`src/rtl/inst_fetch_pkg.sv`:
```
// Shared types for the instruction fetch slice: instruction word, fetch FSM
// states and the instruction size in bytes.
package typePack;

  typedef logic [31:0] instruction_t;

  typedef enum logic [1:0] {
    BOOT,
    RUN,
    HALTED
  } fetch_state_t;

  localparam int INST_BYTES = 4;

endpackage

```
`src/rtl/inst_fetch_if.sv`:
```
// Bus bundle between the fetch unit, the instruction memory and the core.
// master is the fetch unit side; slave is the memory/core side.
interface inst_fetch_if;
  import typePack::*;

  logic         MEM_REQ;
  logic [31:0]  MEM_ADDR;
  logic [31:0]  MEM_RDATA;
  instruction_t INST;
  logic [31:0]  INST_PC;
  logic         INST_VALID;
  logic         INST_READY;
  logic         REDIRECT;
  logic [31:0]  REDIRECT_PC;
  logic         HALT;

  modport master (
    output MEM_REQ, MEM_ADDR, INST, INST_PC, INST_VALID,
    input  MEM_RDATA, INST_READY, REDIRECT, REDIRECT_PC, HALT
  );

  modport slave (
    input  MEM_REQ, MEM_ADDR, INST, INST_PC, INST_VALID,
    output MEM_RDATA, INST_READY, REDIRECT, REDIRECT_PC, HALT
  );

endinterface

```
`src/rtl/inst_fetch_fifo.sv`:
```
// Instruction buffer: DEPTH entries of {pc, instruction}, FIFO order,
// with a synchronous flush that empties it in one edge.
module fetch_fifo
  import typePack::*;
#(
  parameter int DEPTH = 4
) (
  input  logic                   CLOCK,
  input  logic                   RESET,
  input  logic                   flush,
  input  logic                   push,
  input  logic [31:0]            push_pc,
  input  instruction_t           push_inst,
  input  logic                   pop,
  output logic [31:0]            head_pc,
  output instruction_t           head_inst,
  output logic [$clog2(DEPTH):0] count
);

  localparam int PW = $clog2(DEPTH);
  localparam logic [PW:0] FULL = (PW+1)'(DEPTH);

  logic [31:0]  pc_mem   [DEPTH];
  instruction_t inst_mem [DEPTH];
  logic [PW-1:0] rd_ptr;
  logic [PW-1:0] wr_ptr;
  logic          do_pop;
  logic          do_push;

  // At full a push is only taken when the head leaves in the same cycle.
  assign do_pop  = pop && (count != '0);
  assign do_push = push && ((count != FULL) || do_pop);

  assign head_pc   = pc_mem[rd_ptr];
  assign head_inst = inst_mem[rd_ptr];

  always_ff @(posedge CLOCK or posedge RESET) begin
    if (RESET) begin
      rd_ptr <= '0;
      wr_ptr <= '0;
      count  <= '0;
      for (int i = 0; i < DEPTH; i++) begin
        pc_mem[i]   <= '0;
        inst_mem[i] <= '0;
      end
    end else if (flush) begin
      rd_ptr <= '0;
      wr_ptr <= '0;
      count  <= '0;
    end else begin
      if (do_push) begin
        pc_mem[wr_ptr]   <= push_pc;
        inst_mem[wr_ptr] <= push_inst;
        wr_ptr           <= wr_ptr + 1'b1;
      end
      if (do_pop) begin
        rd_ptr <= rd_ptr + 1'b1;
      end
      count <= count + {{PW{1'b0}}, do_push} - {{PW{1'b0}}, do_pop};
    end
  end

endmodule

```
`src/rtl/inst_fetch.sv`:
```
// Instruction fetch unit: issues sequential reads to a one-cycle-latency
// memory, buffers responses in fetch_fifo and hands them to the core.
module inst_fetch
  import typePack::*;
#(
  parameter logic [31:0] RESET_PC = 32'h0000_0000,
  parameter int          DEPTH    = 4
) (
  input  logic         CLOCK,
  input  logic         RESET,
  inst_fetch_if.master bus
);

  localparam int CW = $clog2(DEPTH) + 1;
  localparam logic [CW:0] DEPTH_W = (CW+1)'(DEPTH);

  fetch_state_t  state;
  fetch_state_t  state_next;
  logic [31:0]   fetch_pc;
  logic          inflight;
  logic [31:0]   inflight_pc;
  logic [CW-1:0] count;
  logic [CW:0]   demand;
  logic          pop;
  logic          mem_req;

  assign pop    = bus.INST_VALID && bus.INST_READY;
  assign demand = {1'b0, count} + {{CW{1'b0}}, inflight} - {{CW{1'b0}}, pop};

  // A request is only issued when its response is guaranteed a buffer slot.
  assign mem_req = (state == RUN) && !bus.HALT && !bus.REDIRECT && (demand < DEPTH_W);

  assign bus.MEM_REQ    = mem_req;
  assign bus.MEM_ADDR   = fetch_pc;
  assign bus.INST_VALID = (count != '0);

  always_comb begin
    state_next = state;
    if (bus.REDIRECT) begin
      state_next = RUN;
    end else begin
      case (state)
        BOOT:    state_next = RUN;
        RUN:     state_next = bus.HALT ? HALTED : RUN;
        HALTED:  state_next = HALTED;
        default: state_next = BOOT;
      endcase
    end
  end

  // A redirect never coincides with a request, so inflight clears on it too.
  always_ff @(posedge CLOCK or posedge RESET) begin
    if (RESET) begin
      state       <= BOOT;
      fetch_pc    <= {RESET_PC[31:2], 2'b00};
      inflight    <= 1'b0;
      inflight_pc <= '0;
    end else begin
      state    <= state_next;
      inflight <= mem_req;
      if (mem_req) begin
        inflight_pc <= fetch_pc;
      end
      if (bus.REDIRECT) begin
        fetch_pc <= {bus.REDIRECT_PC[31:2], 2'b00};
      end else if (mem_req) begin
        fetch_pc <= fetch_pc + 32'(INST_BYTES);
      end
    end
  end

  fetch_fifo #(
    .DEPTH(DEPTH)
  ) u_fifo (
    .CLOCK     (CLOCK),
    .RESET     (RESET),
    .flush     (bus.REDIRECT),
    .push      (inflight),
    .push_pc   (inflight_pc),
    .push_inst (bus.MEM_RDATA),
    .pop       (pop),
    .head_pc   (bus.INST_PC),
    .head_inst (bus.INST),
    .count     (count)
  );

endmodule
```
`src/flat_wrapper.sv`:
```
// flat-port wrapper written by rule: the top's interface ports become plain ports
module inst_fetch_flat import typePack::*;
#(
  parameter logic [31:0] RESET_PC = 32'h0000_0000,
  parameter int          DEPTH    = 4
)
  (CLOCK, RESET, bus_MEM_REQ, bus_MEM_ADDR, bus_INST, bus_INST_PC, bus_INST_VALID, bus_MEM_RDATA, bus_INST_READY, bus_REDIRECT, bus_REDIRECT_PC, bus_HALT);
  inst_fetch_if bus_i ();
  input  logic CLOCK;
  input  logic RESET;
  output wire logic [$bits(bus_i.MEM_REQ)-1:0] bus_MEM_REQ;
  output wire logic [$bits(bus_i.MEM_ADDR)-1:0] bus_MEM_ADDR;
  output wire logic [$bits(bus_i.INST)-1:0] bus_INST;
  output wire logic [$bits(bus_i.INST_PC)-1:0] bus_INST_PC;
  output wire logic [$bits(bus_i.INST_VALID)-1:0] bus_INST_VALID;
  input wire logic [$bits(bus_i.MEM_RDATA)-1:0] bus_MEM_RDATA;
  input wire logic [$bits(bus_i.INST_READY)-1:0] bus_INST_READY;
  input wire logic [$bits(bus_i.REDIRECT)-1:0] bus_REDIRECT;
  input wire logic [$bits(bus_i.REDIRECT_PC)-1:0] bus_REDIRECT_PC;
  input wire logic [$bits(bus_i.HALT)-1:0] bus_HALT;
  assign bus_MEM_REQ = bus_i.MEM_REQ;
  assign bus_MEM_ADDR = bus_i.MEM_ADDR;
  assign bus_INST = bus_i.INST;
  assign bus_INST_PC = bus_i.INST_PC;
  assign bus_INST_VALID = bus_i.INST_VALID;
  assign bus_i.MEM_RDATA = bus_MEM_RDATA;
  assign bus_i.INST_READY = bus_INST_READY;
  assign bus_i.REDIRECT = bus_REDIRECT;
  assign bus_i.REDIRECT_PC = bus_REDIRECT_PC;
  assign bus_i.HALT = bus_HALT;
  inst_fetch #(.RESET_PC(RESET_PC), .DEPTH(DEPTH)) u_core (.CLOCK(CLOCK), .RESET(RESET), .bus(bus_i));
endmodule
```
`config.mk`:
```
export PLATFORM = sky130hd
export DESIGN_NAME = inst_fetch_flat
export DESIGN_NICKNAME = d
export VERILOG_FILES = /design/src/rtl/inst_fetch_pkg.sv /design/src/rtl/inst_fetch_if.sv /design/src/rtl/inst_fetch_fifo.sv /design/src/rtl/inst_fetch.sv /design/src/flat_wrapper.sv
export SDC_FILE = /design/constraint.sdc
export NUM_CORES = 1
export LEC_CHECK = 0
export BUFFER_PORTS_ARGS = -buffer_cell sky130_fd_sc_hd__buf_4
export CELL_PAD_IN_SITES_DETAIL_PLACEMENT = 1
export CELL_PAD_IN_SITES_GLOBAL_PLACEMENT = 1
export CORE_ASPECT_RATIO = 0.6
export CORE_MARGIN = 2
export CORE_UTILIZATION = 25
export DETAILED_ROUTE_END_ITERATION = 10
export PLACE_DENSITY = 0.45
export SLEW_MARGIN = 5
export SYNTH_ARGS = -nofsm -noshare
export SYNTH_HDL_FRONTEND = slang
export SYNTH_SLANG_ARGS = --single-unit
```
`constraint.sdc`:
```
create_clock -name CLOCK -period 20.7 [get_ports CLOCK]
set_clock_uncertainty 0.2 [all_clocks]
set_input_delay 4.14 -clock CLOCK [delete_from_list [all_inputs] [get_ports CLOCK]]
set_output_delay 4.14 -clock CLOCK [all_outputs]
set_load 0.02 [all_outputs]
```
==> impl_table.tex, run 1 <==
\begin{tabular}{lr}
\hline
Metric & Value \\
\hline
\multicolumn{2}{l}{\textbf{Run status}} \\
\quad Status & complete, no violations \\
\multicolumn{2}{l}{\textbf{Synthesis}} \\
\quad Area share of xor/xnor cells in the synthesized design & 1.56\% \\
\quad Cells taking the most area after synthesis & sky130\_fd\_sc\_hd\_\_dfrtp\_1, sky130\_fd\_sc\_hd\_\_mux2\_2, sky130\_fd\_sc\_hd\_\_mux4\_2 \\
\quad Yosys warns & 0 \\
\quad Synthesized-area fraction occupied by ao, oa, aoi and oai cells & 4.14\% \\
\quad Post-synthesis share of cell area spent on full adders, half adders and majority gates & less than 1\% \\
\quad Gate count of the mapped netlist & $\sim$940 \\
\quad Post-synthesis sequential area ratio & between 50\% and 60\% \\
\quad Post-Synth Simple-Gate Area & 3.66\% \\
\quad Share of the synthesized area in the top cell type & 54.4\% \\
\quad Primary FF master, synth & sky130\_fd\_sc\_hd\_\_dfrtp\_1 \\
\quad Mean instance size in the synthesized netlist & $\sim$16 sq um \\
\quad Multiplexer share of the synthesized area & about a third \\
\quad Distinct cell type count after synthesis & 48 \\
\quad Number of enable-type register cells in the synthesized netlist & 0 \\
\quad Netlist area before placement & 14600 sq um \\
\quad Post-synth ARST share & 100\% \\
\quad Cell type with the largest total area after synthesis & sky130\_fd\_sc\_hd\_\_dfrtp\_1 \\
\quad Dominant combinational cell family by area after synthesis & multiplexers \\
\quad Yosys reg bits & 318 \\
\multicolumn{2}{l}{\textbf{Placement}} \\
\quad HPWL after detailed placement & between 20 and 25 mm \\
\quad Minimum setup slack after placement & between 10 and 15 ns \\
\quad Placer Congestion & 0.678 \\
\quad Placed Area & $\sim$16000 sq um \\
\quad Number of placed cells counting well taps & 1821 \\
\quad PortBufs & 160 \\
\multicolumn{2}{l}{\textbf{Min path}} \\
\quad Worst Hold Path Cells & 1 \\
\quad Endpoint, Worst Hold & u\_core.state[1] \\
\quad HP Class & flip-flop to flip-flop \\
\quad Source of the worst hold timing path & u\_core.state[0] \\
\multicolumn{2}{l}{\textbf{Worst setup path}} \\
\quad Register-to-register path setup slack & 16.59 ns \\
\quad Worst reg2reg endpoint & u\_core.inflight\_pc[11] \\
\quad Register-to-Register Path Depth & 11 \\
\quad Sort of element at the end of the critical path & output port \\
\quad Type of origin of the critical path & input port \\
\quad Critical path arrival & 6.28 ns \\
\quad Crit Path Max Fanout & 24 \\
\quad Required time reported for the critical path endpoint & 16.36 ns \\
\quad Reg-to-Reg Start & u\_core.u\_fifo.count[1] \\
\quad WS Path Type & input port to output port \\
\multicolumn{2}{l}{\textbf{Power}} \\
\quad Total power divided by cell area & 121 nW/um\^{}2 \\
\quad LEAKAGE & 0.00806 uW \\
\quad Switching part of the total power & 32.8\% \\
\quad Net switching power & 700 uW \\
\quad Fraction of power consumed by the clock network & 30.2\% \\
\quad Internal power contribution & 1440 uW \\
\quad Power share of the combinational group & 29.8\% \\
\quad Fraction of power consumed by sequential logic & 40.1\% \\
\quad Worst vdd ir & 0.0000481 V \\
\multicolumn{2}{l}{\textbf{Global route}} \\
\quad Antenna violations before repair & 0 \\
\quad Maximum number of pins on one net before global-route repair & $\sim$150 \\
\quad All-layer global routing usage & approximately an eighth \\
\quad Wire length of the first global-routing pass & 59.8 mm \\
\quad Vias in the first global route & $\sim$9300 \\
\quad Global route overflow & 0 \\
\multicolumn{2}{l}{\textbf{Timing}} \\
\quad Worst-case headroom to the max-slew limit & about 40\% \\
\quad Final critical-path required period & 10.62 ns \\
\quad Transition time at the pin with the least slew margin & $\sim$0.91 ns \\
\quad \# setup viols final & 0 \\
\quad Setup TNS & 0 ns \\
\quad Period utilisation layout & 51.3\% \\
\quad Final count of pins violating max slew & 0 \\
\quad Final hold violation count & 0 \\
\quad RSZ-0062 raised after global routing & false \\
\quad Final setup margin & a little over 10 ns \\
\quad Max frequency & 94.2 MHz \\
\multicolumn{2}{l}{\textbf{Floorplan}} \\
\quad Placeable core region & $\sim$58000 sq um \\
\quad Die Outline Area & 60500 sq um \\
\quad Die Y & approximately 190 um \\
\quad Num ports & 167 \\
\quad Row count & 68 \\
\quad Starting density of the core & 25.4\% \\
\quad Floorplan die width & approximately 320 um \\
\multicolumn{2}{l}{\textbf{Drt}} \\
\quad Average wire per standard cell & 20.3 um \\
\quad Number of DRC violations after detailed routing & 0 \\
\quad Number of DRC violations after detailed-routing iteration 0 & around 360 \\
\quad 1st-pass router iterations & 4 \\
\quad Routed wire length & 38.2 mm \\
\quad Antenna violation net count after detailed routing & 0 \\
\quad Post-detailed-route via-to-cell ratio & 4.53 \\
\quad Number of vias in the routed layout & 8544 \\
\multicolumn{2}{l}{\textbf{Final layout}} \\
\quad Non-filler instance count after layout & 1886 \\
\quad Total non-filler cell area in the finished layout & 17600 sq um \\
\quad Net count of the finished layout & 1169 \\
\quad Most common library cell in the layout ignoring fill and taps & sky130\_fd\_sc\_hd\_\_dfrtp\_1 \\
\quad Layout cell share with drive strength beyond 1 & 53.4\% \\
\quad Total inserted antenna cells & 0 \\
\quad Highest-count cells in the layout ignoring fill and taps & sky130\_fd\_sc\_hd\_\_dfrtp\_1, sky130\_fd\_sc\_hd\_\_mux2\_2, sky130\_fd\_sc\_hd\_\_buf\_4, sky130\_fd\_sc\_hd\_\_mux4\_2, sky130\_fd\_sc\_hd\_\_nand2\_1 \\
\quad Area growth from synthesis to layout & 20.5\% \\
\multicolumn{2}{l}{\textbf{Run}} \\
\quad Max-capacitance violation count & 0 \\
\multicolumn{2}{l}{\textbf{Clock tree}} \\
\quad Source-to-sink clock delay at the later pin of the worst-skew pair & 0.54 ns \\
\quad CTS tree & done \\
\quad Maximum buffer depth of the clock tree & 3 \\
\quad Total number of clock tree sinks & 318 \\
\quad CTS Hold Buffers Added & 0 \\
\quad CTS H-tree lvls & 2 \\
\quad Total CTS buffers & 36 \\
\quad Clock slew at reported path FFs & about 0.06 ns \\
\quad Buffers inserted during post-CTS setup optimization & 0 \\
\quad Post-CTS resize count & 0 \\
\quad Root buffer cell & sky130\_fd\_sc\_hd\_\_clkbuf\_16 \\
\hline
\end{tabular}
## worst max-delay path by stage
stage,slack (ns),depth (start not counted),start,end
finish,10.08,10,bus_INST_READY,bus_MEM_REQ
global route,9.99,10,bus_INST_READY,bus_MEM_REQ
CTS,10.07,10,bus_INST_READY,bus_MEM_REQ
detailed placement,10.10,10,bus_INST_READY,bus_MEM_REQ
global placement,10.12,10,bus_INST_READY,bus_MEM_REQ
floorplan,7.56,1,RESET,u_core.bus.MEM_ADDR[10]
## state kept, by name, indices dropped and copies added (netlist names)
signal / count
u_core.state: 2
u_core.u_fifo.rd_ptr: 2
u_core.u_fifo.count: 3
u_core.inflight: 1
u_core.u_fifo.pc_mem: 120
u_core.bus.MEM_ADDR: 30
u_core.inflight_pc: 30
u_core.u_fifo.wr_ptr: 2
u_core.u_fifo.inst_mem: 128
## layout make-up
type / count / area, sq um
Inverter: 13 / 56.3
Sequential cell: 318 / 7970
Tap cell: 770 / 963
Fill cell: 6042 / 40000
Clock buffer: 55 / 1060
Clock inverter: 10 / 111
Timing Repair Buffer: 172 / 1300
Multi-Input combinational cell: 548 / 6150
## cell usage after synthesis (all sizes together), types with 4 or more instances
cell and instances:
nor2 7, ha 10, xnor2 23, mux4 62, clkbuf 30, and4 7, mux2 280, nand4 6
dfrtp 318, nand2 44, inv 13, buf 29, a2111oi 13, mux2i 4, a211oi 9, nand3 9
nor2b 7, o21ai 23
## per-layer routing
layer  GRT usage [%]  up-vias  wire (um)  share of wire [%]
met2            19.3      106      16900                 44
li1                -     3792          -                  -
met4            2.38        0        526                1.4
met5               0        -          0                  0
met3            2.50       41       1470                3.8
met1            19.3     4605      19400                 51
## worst max-delay path, cell delays in order
cell,delay (ns)
sky130_fd_sc_hd__buf_4,0.13
sky130_fd_sc_hd__and2_1,0.17
sky130_fd_sc_hd__ha_1,0.19
sky130_fd_sc_hd__inv_1,0.05
sky130_fd_sc_hd__ha_1,0.22
sky130_fd_sc_hd__and3b_1,0.21
sky130_fd_sc_hd__or4_1,0.49
sky130_fd_sc_hd__buf_4,0.29
sky130_fd_sc_hd__a21oi_4,0.21
sky130_fd_sc_hd__buf_4,0.16
## metrics by stage
stage / total power (uW) / utilization, % / hold slack [ns]
detailed placement: 1520 / 28.5 / 0.278
CTS: 2190 / 30.6 / 0.286
floorplan: 1260 / - / 0.245
global route: 2270 / 30.6 / 0.312
global placement: 1510 / 28.5 / 0.265
finish: 2140 / 30.6 / 0.288
## cells by family after synthesis
| logic type | after synthesis |
|---|---|
| mux | 346 |
| flops | 318 |
| simple gates | 100 |
| buf+inv | 72 |
| compound gates | 61 |
| xor+xnor | 26 |
| fa+ha+maj | 11 |
| other cells | 1 |
## power groups by stage
stage                     Combinational [uW]  Sequential, uW  Clock [uW]
after floorplan                          441             816           0
after global placement                   643             868           0
after detailed placement                 652             869           0
after CTS                                655             859         672
after global routing                     689             880         700
final                                    636             856         645
Note: power is estimated with default switching activity, not from simulation.
==> run 2, diff against run 1 <==
clock period = 10.9 ns   (was 20.7 ns; I/O delays follow)
==> run 2 against run 1 <==
Register-to-register slack worse by 9.8 ns. Critical endpoint unchanged. Critical path type unchanged. Count of clock-buffer cells in the layout down 4. Design area down 0.50%. Non-clock buffer count up 1. Worst setup slack worse by 5.9 ns. Sequential power up 90%.
==> impl_table.tex, run 2 (synthesis gave the netlist of run 1 again) <==
\begin{tabular}{lr}
\hline
Metric & Value \\
\hline
\multicolumn{2}{l}{\textbf{Final layout}} \\
\quad Highest-count cells in the layout ignoring fill and taps & sky130\_fd\_sc\_hd\_\_dfrtp\_1, sky130\_fd\_sc\_hd\_\_mux2\_2, sky130\_fd\_sc\_hd\_\_buf\_4, sky130\_fd\_sc\_hd\_\_mux4\_2, sky130\_fd\_sc\_hd\_\_nand2\_1 \\
\quad Registers with the highest flip-flop counts & u\_core.u\_fifo.inst\_mem: 128 flops, u\_core.u\_fifo.pc\_mem: 120 flops \\
\quad Layout cell share with drive strength beyond 1 & 53.3\% (-0.084 points) \\
\quad Area growth from synthesis to layout & 19.9\% \\
\quad Net count of the finished layout & 1170 (+0.086\%) \\
\quad Flip-flop count of the largest register after layout & 128 (unchanged) \\
\quad Total inserted antenna cells & 0 (unchanged) \\
\quad Final Core Density & 30.4\% (-0.15 points) \\
\quad Register name with the most flops & u\_core.u\_fifo.inst\_mem \\
\quad Most common library cell in the layout ignoring fill and taps & sky130\_fd\_sc\_hd\_\_dfrtp\_1 \\
\multicolumn{2}{l}{\textbf{Floorplan}} \\
\quad Floorplan die width & 316 um (unchanged) \\
\quad Row count & 68 (unchanged) \\
\quad Starting density of the core & 25.4\% (unchanged) \\
\quad Die Y & 191 um (unchanged) \\
\quad Placeable core region & 57600 sq um (unchanged) \\
\quad Die Outline Area & 60500 sq um (unchanged) \\
\quad Num ports & 167 (unchanged) \\
\multicolumn{2}{l}{\textbf{Global route}} \\
\quad Wire length of the first global-routing pass & 60.0 mm (+0.28\%) \\
\quad Maximum number of pins on one net before global-route repair & 153 (+4.8\%) \\
\quad All-layer global routing usage & 12.9\% (+0.047 points) \\
\quad Global route overflow & 0 (unchanged) \\
\quad Vias in the first global route & 9342 (+0.23\%) \\
\quad Antenna violations before repair & 0 (unchanged) \\
\multicolumn{2}{l}{\textbf{Power}} \\
\quad LEAKAGE & 0.00801 uW (-0.59\%) \\
\quad Worst vdd ir & 0.000108 V (+130\%) \\
\quad Total power divided by cell area & 227 nW/um\^{}2 (+87\%) \\
\multicolumn{2}{l}{\textbf{Worst setup path}} \\
\quad Type of origin of the critical path & input port \\
\quad Sort of element at the end of the critical path & output port \\
\quad Crit Path Max Fanout & 24 (unchanged) \\
\quad Critical path arrival & 4.29 ns (-1.99 ns) \\
\quad WS Path Type & input port to output port \\
\quad Required time reported for the critical path endpoint & 8.52 ns (-7.84 ns) \\
\multicolumn{2}{l}{\textbf{Placement}} \\
\quad PortBufs & 160 (unchanged) \\
\quad Placer Congestion & 0.698 (+2.9\%) \\
\quad HPWL after detailed placement & 23.4 mm (-0.78\%) \\
\multicolumn{2}{l}{\textbf{Clock tree}} \\
\quad Total CTS buffers & 36 (unchanged) \\
\quad Total number of clock tree sinks & 318 (unchanged) \\
\quad Buffers inserted during post-CTS setup optimization & 0 (unchanged) \\
\quad Root buffer cell & sky130\_fd\_sc\_hd\_\_clkbuf\_16 \\
\quad Source-to-sink clock delay at the later pin of the worst-skew pair & 0.52 ns (-0.02 ns) \\
\quad Maximum buffer depth of the clock tree & 3 (unchanged) \\
\quad Post-CTS resize count & 0 (unchanged) \\
\quad CTS tree & done \\
\quad Clock slew at reported path FFs & 0.06 ns (about the same) \\
\quad CTS Hold Buffers Added & 0 (unchanged) \\
\quad CTS H-tree lvls & 2 (unchanged) \\
\multicolumn{2}{l}{\textbf{Timing}} \\
\quad Period utilisation layout & 61.2\% \\
\quad Worst-case headroom to the max-slew limit & 37.2\% (-2.5 points) \\
\quad Hold Worst Slack & 0.294 ns (+0.00504 ns) \\
\quad Max frequency & 150 MHz \\
\quad Final critical-path required period & approximately 6.7 ns \\
\quad \# setup viols final & 0 (unchanged) \\
\quad Setup TNS & 0 ns (unchanged) \\
\quad RSZ-0062 raised after global routing & false \\
\quad Final hold violation count & 0 (unchanged) \\
\quad Transition time at the pin with the least slew margin & 0.942 ns (+0.0370 ns) \\
\quad Final count of pins violating max slew & 0 (unchanged) \\
\multicolumn{2}{l}{\textbf{Drt}} \\
\quad Average wire per standard cell & 20.3 um (about the same) \\
\quad Antenna violation net count after detailed routing & 0 (unchanged) \\
\quad Number of vias in the routed layout & 8519 (-0.29\%) \\
\quad 1st-pass router iterations & 4 (unchanged) \\
\quad Number of DRC violations after detailed routing & 0 (unchanged) \\
\quad Routed wire length & 38.2 mm (about the same) \\
\quad Post-detailed-route via-to-cell ratio & 4.52 (-0.19\%) \\
\quad Number of DRC violations after detailed-routing iteration 0 & 236 (-34\%) \\
\multicolumn{2}{l}{\textbf{Min path}} \\
\quad HP Class & flip-flop to flip-flop \\
\multicolumn{2}{l}{\textbf{Run status}} \\
\quad Status & complete, no violations \\
\multicolumn{2}{l}{\textbf{Run}} \\
\quad Max-capacitance violation count & 0 (unchanged) \\
\hline
\end{tabular}
run 2: cell count changes in the layout (fill, tap and decap cells not counted):
cell	change
sky130_fd_sc_hd__clkbuf_8	-5
sky130_fd_sc_hd__clkinv_2	+4
sky130_fd_sc_hd__clkinvlp_4	+3
sky130_fd_sc_hd__buf_4	+1
sky130_fd_sc_hd__bufinv_16	-1
sky130_fd_sc_hd__clkbuf_16	+1
sky130_fd_sc_hd__clkinv_4	-1
sky130_fd_sc_hd__clkinv_8	-1
sky130_fd_sc_hd__inv_16	-1
sky130_fd_sc_hd__inv_6	-1
sky130_fd_sc_hd__inv_8	-1
run 2: path summary, 6_finish.rpt:
kind | start | to | slack (ns) | depth (start not counted)
setup / recovery | bus_INST_READY | bus_MEM_REQ | 4.23 | 10
hold / removal | u_core.state[0] | u_core.state[1] | 0.29 | 1
setup reg to reg | u_core.u_fifo.count[1] | u_core.inflight_pc[13] | 6.81 | 11
hold reg to reg | u_core.state[0] | u_core.state[1] | 0.29 | 1
max in group asynchronous | RESET | u_core.u_fifo.rd_ptr[1] | 6.77 | 5
min in group asynchronous | RESET | u_core.u_fifo.pc_mem[109] | 1.65 | 3
run 2: layout make-up:
cell class / count / area, sq um
Tap cell: 770 / 963
Clock buffer: 51 / 1020
Sequential cell: 318 / 7970
Fill cell: 6028 / 40100
Clock inverter: 11 / 62.6
Inverter: 13 / 52.6
Timing Repair Buffer: 173 / 1310
Multi-Input combinational cell: 548 / 6150
run 2: power breakdown:
part           leakage [uW]  total [uW]  internal, uW  switching, uW
Sequential          0.00423        1630          1410            218
Combinational       0.00325        1210           618            591
Clock              0.000528        1150           651            496
run 2: critical path: stages:
cell and delay (ns):
sky130_fd_sc_hd__buf_4 0.12, sky130_fd_sc_hd__and2_1 0.16, sky130_fd_sc_hd__ha_1 0.18, sky130_fd_sc_hd__inv_1 0.06, sky130_fd_sc_hd__ha_1 0.22, sky130_fd_sc_hd__and3b_1 0.20, sky130_fd_sc_hd__or4_1 0.48, sky130_fd_sc_hd__buf_4 0.30
sky130_fd_sc_hd__a21oi_4 0.21, sky130_fd_sc_hd__buf_4 0.16
run 2: routing by layer:
layer	global-route usage, %	wire [um]	up-vias
met3	2.67	1440	48
met2	19.4	17000	106
met1	19.2	19200	4589
met4	2.61	614	0
met5	0	0	-
li1	-	-	3776
run 2: through the flow:
step	power [uW]	cell area (sq um)	std cells	setup WS (ns)
final	3980	17500	1884	4.23
after global routing	4240	17500	1884	4.15
after CTS	4090	17500	1884	4.24
after detailed placement	2890	16400	1822	4.24
after global placement	2870	16400	1822	4.25
after floorplan	2390	14600	938	4.28
==> run 3, diff against run 2 <==
clock period = 6.5 ns   (was 10.9 ns; I/O delays follow)
==> run 3 against run 2 <==
Global-route usage barely moved. Design area rose by 0.64%. Critical path depth did not move. Sequential share of layout area fell by 0.29 points. Clock power rose by 75%. Register-to-register slack got worse by 4.4 ns. Non-clock buffer count rose by 6. Worst setup slack got worse by 2.8 ns. Worst hold slack got worse by 0.0088 ns. Sequential power rose by 69%. Cell count rose by 0.42%. Total power rose by 70%. Critical path type is now flip-flop to output port. Largest power group unchanged. Highest routed layer unchanged.
==> impl_table.tex, run 3 (synthesis gave the netlist of run 1 again) <==
\begin{tabular}{lr}
\hline
Metric & Value \\
\hline
\multicolumn{2}{l}{\textbf{Global route}} \\
\quad Vias in the first global route & 9508 (+1.8\%) \\
\quad Maximum number of pins on one net before global-route repair & 130 (-15\%) \\
\quad Wire length of the first global-routing pass & 59.7 mm (-0.47\%) \\
\quad All-layer global routing usage & 12.9\% (-0.019 points) \\
\quad Antenna violations before repair & 1 (+1) \\
\quad Global route overflow & 0 (unchanged) \\
\multicolumn{2}{l}{\textbf{Worst setup path}} \\
\quad Register-to-register path setup slack & 2.38 ns (-4.43 ns) \\
\quad Sort of element at the end of the critical path & output port \\
\quad Crit Path Max Fanout & 24 (unchanged) \\
\quad Required time reported for the critical path endpoint & 5.00 ns (-3.52 ns) \\
\quad Critical path arrival & 3.60 ns (-0.69 ns) \\
\quad Type of origin of the critical path & flip-flop \\
\quad WS Path Type & flip-flop to output port \\
\multicolumn{2}{l}{\textbf{Clock tree}} \\
\quad Post-CTS resize count & 0 (unchanged) \\
\quad CTS tree & done \\
\quad Root buffer cell & sky130\_fd\_sc\_hd\_\_clkbuf\_16 \\
\quad Buffers inserted during post-CTS setup optimization & 0 (unchanged) \\
\quad Total CTS buffers & 37 (+2.8\%) \\
\quad CTS Hold Buffers Added & 0 (unchanged) \\
\quad Total number of clock tree sinks & 318 (unchanged) \\
\quad Maximum buffer depth of the clock tree & 3 (unchanged) \\
\quad Clock slew at reported path FFs & 0.06 ns (about the same) \\
\quad Source-to-sink clock delay at the later pin of the worst-skew pair & 0.54 ns (+0.02 ns) \\
\quad CTS H-tree lvls & 2 (unchanged) \\
\multicolumn{2}{l}{\textbf{Floorplan}} \\
\quad Die Y & 191 um (unchanged) \\
\quad Placeable core region & 57600 sq um (unchanged) \\
\quad Starting density of the core & 25.4\% (unchanged) \\
\quad Floorplan die width & 316 um (unchanged) \\
\quad Die Outline Area & 60500 sq um (unchanged) \\
\quad Row count & 68 (unchanged) \\
\quad Num ports & 167 (unchanged) \\
\multicolumn{2}{l}{\textbf{Placement}} \\
\quad Placer Congestion & 0.686 (-1.7\%) \\
\quad HPWL after detailed placement & 24.2 mm (+3.2\%) \\
\quad PortBufs & 160 (unchanged) \\
\quad Minimum setup slack after placement & 1.50 ns (-2.74 ns) \\
\multicolumn{2}{l}{\textbf{Timing}} \\
\quad Max frequency & 196 MHz \\
\quad Setup TNS & 0 ns (unchanged) \\
\quad Worst-case headroom to the max-slew limit & 37.8\% (+0.61 points) \\
\quad Final critical-path required period & about 5.1 ns \\
\quad Final setup margin & 1.40 ns (-2.83 ns) \\
\quad Hold Worst Slack & 0.285 ns (-0.00880 ns) \\
\quad RSZ-0062 raised after global routing & false \\
\quad Period utilisation layout & 78.4\% \\
\quad Final count of pins violating max slew & 0 (unchanged) \\
\quad Transition time at the pin with the least slew margin & 0.933 ns (-0.00919 ns) \\
\quad Final hold violation count & 0 (unchanged) \\
\quad \# setup viols final & 0 (unchanged) \\
\multicolumn{2}{l}{\textbf{Final layout}} \\
\quad Layout cell share with drive strength beyond 1 & 53.5\% (+0.20 points) \\
\quad Area growth from synthesis to layout & 20.6\% \\
\quad Flip-flop count of the largest register after layout & 128 (unchanged) \\
\quad Highest-count cells in the layout ignoring fill and taps & sky130\_fd\_sc\_hd\_\_dfrtp\_1, sky130\_fd\_sc\_hd\_\_mux2\_2, sky130\_fd\_sc\_hd\_\_buf\_4, sky130\_fd\_sc\_hd\_\_mux4\_2, sky130\_fd\_sc\_hd\_\_nand2\_1 \\
\quad Net count of the finished layout & 1177 (+0.60\%) \\
\quad Most common library cell in the layout ignoring fill and taps & sky130\_fd\_sc\_hd\_\_dfrtp\_1 \\
\quad FILL cells & 6023 (-0.083\%) \\
\quad Registers with the highest flip-flop counts & u\_core.u\_fifo.inst\_mem: 128 flops, u\_core.u\_fifo.pc\_mem: 120 flops \\
\quad Register name with the most flops & u\_core.u\_fifo.inst\_mem \\
\multicolumn{2}{l}{\textbf{Power}} \\
\quad LEAKAGE & 0.00808 uW (+0.79\%) \\
\quad Worst vdd ir & 0.000183 V (+69\%) \\
\quad Total power divided by cell area & 383 nW/um\^{}2 (+69\%) \\
\multicolumn{2}{l}{\textbf{Drt}} \\
\quad Routed wire length & 37.9 mm (-0.92\%) \\
\quad Number of DRC violations after detailed-routing iteration 0 & 288 (+22\%) \\
\quad Antenna violation net count after detailed routing & 0 (unchanged) \\
\quad Post-detailed-route via-to-cell ratio & 4.52 (about the same) \\
\quad Average wire per standard cell & 20.0 um (-1.3\%) \\
\quad Number of DRC violations after detailed routing & 0 (unchanged) \\
\quad 1st-pass router iterations & 4 (unchanged) \\
\quad Number of vias in the routed layout & 8561 (+0.49\%) \\
\multicolumn{2}{l}{\textbf{Run status}} \\
\quad Status & complete, no violations \\
\multicolumn{2}{l}{\textbf{Run}} \\
\quad Max-capacitance violation count & 0 (unchanged) \\
\multicolumn{2}{l}{\textbf{Min path}} \\
\quad HP Class & flip-flop to flip-flop \\
\hline
\end{tabular}
-- run 3: power breakdown --
group	switching, uW	leakage (uW)	internal, uW	total (uW)
Clock	851	0.000561	1160	2010
Combinational	957	0.00328	1040	2000
Sequential	389	0.00423	2360	2750
Total	2200	0.00808	4560	6760
-- run 3: final timing paths --
path | startpoint | end | cells after the start
worst min-delay path | u_core.state[0] | u_core.state[1] | 1
min in group asynchronous | RESET | u_core.u_fifo.pc_mem[75] | 2
worst min register to register | u_core.state[0] | u_core.state[1] | 1
max in group asynchronous | RESET | u_core.u_fifo.inst_mem[85] | 3
worst max register to register | u_core.u_fifo.count[1] | u_core.inflight_pc[14] | 11
worst max-delay path | u_core.u_fifo.count[1] | bus_MEM_REQ | 10
-- run 3: area by class of cell --
cell class	count	area, sq um	share of cell area [%]
Clock inverter	9	83.8	0.475
Multi-Input combinational cell	548	6150	34.9
Antenna cell	1	2.50	0.0142
Tap cell	770	963	5.46
Sequential cell	318	7970	45.2
Inverter	13	52.6	0.298
Timing Repair Buffer	179	1370	7.76
Clock buffer	54	1050	5.95
-- run 3: critical path, stage by stage, from the launching register on --
cell                      delay [ns]
sky130_fd_sc_hd__dfrtp_1        0.44
sky130_fd_sc_hd__or3_2          0.53
sky130_fd_sc_hd__and2_1         0.22
sky130_fd_sc_hd__ha_1           0.18
sky130_fd_sc_hd__inv_1          0.05
sky130_fd_sc_hd__ha_1           0.21
sky130_fd_sc_hd__and3b_1        0.20
sky130_fd_sc_hd__or4_1          0.48
sky130_fd_sc_hd__buf_4          0.28
sky130_fd_sc_hd__a21oi_4        0.27
sky130_fd_sc_hd__buf_4          0.18
-- run 3: metal layers --
metal	up-vias	GRT usage [%]	wire length (um)
met3	44	2.84	1620
met1	4587	19.0	18800
met4	0	2.58	564
met5	-	0	0
met2	109	19.4	16900
li1	3821	-	-
-- run 3: stage by stage --
| stage | total power [uW] | util [%] | instances | instance area, sq um |
|---|---|---|---|---|
| after floorplan | 4000 | - | 938 | 14600 |
| after global placement | 4830 | 28.6 | 1828 | 16500 |
| after detailed placement | 4850 | 28.6 | 1828 | 16500 |
| after CTS | 6940 | 30.6 | 1891 | 17600 |
| after global routing | 7200 | 30.6 | 1891 | 17600 |
| final | 6760 | 30.6 | 1892 | 17600 |
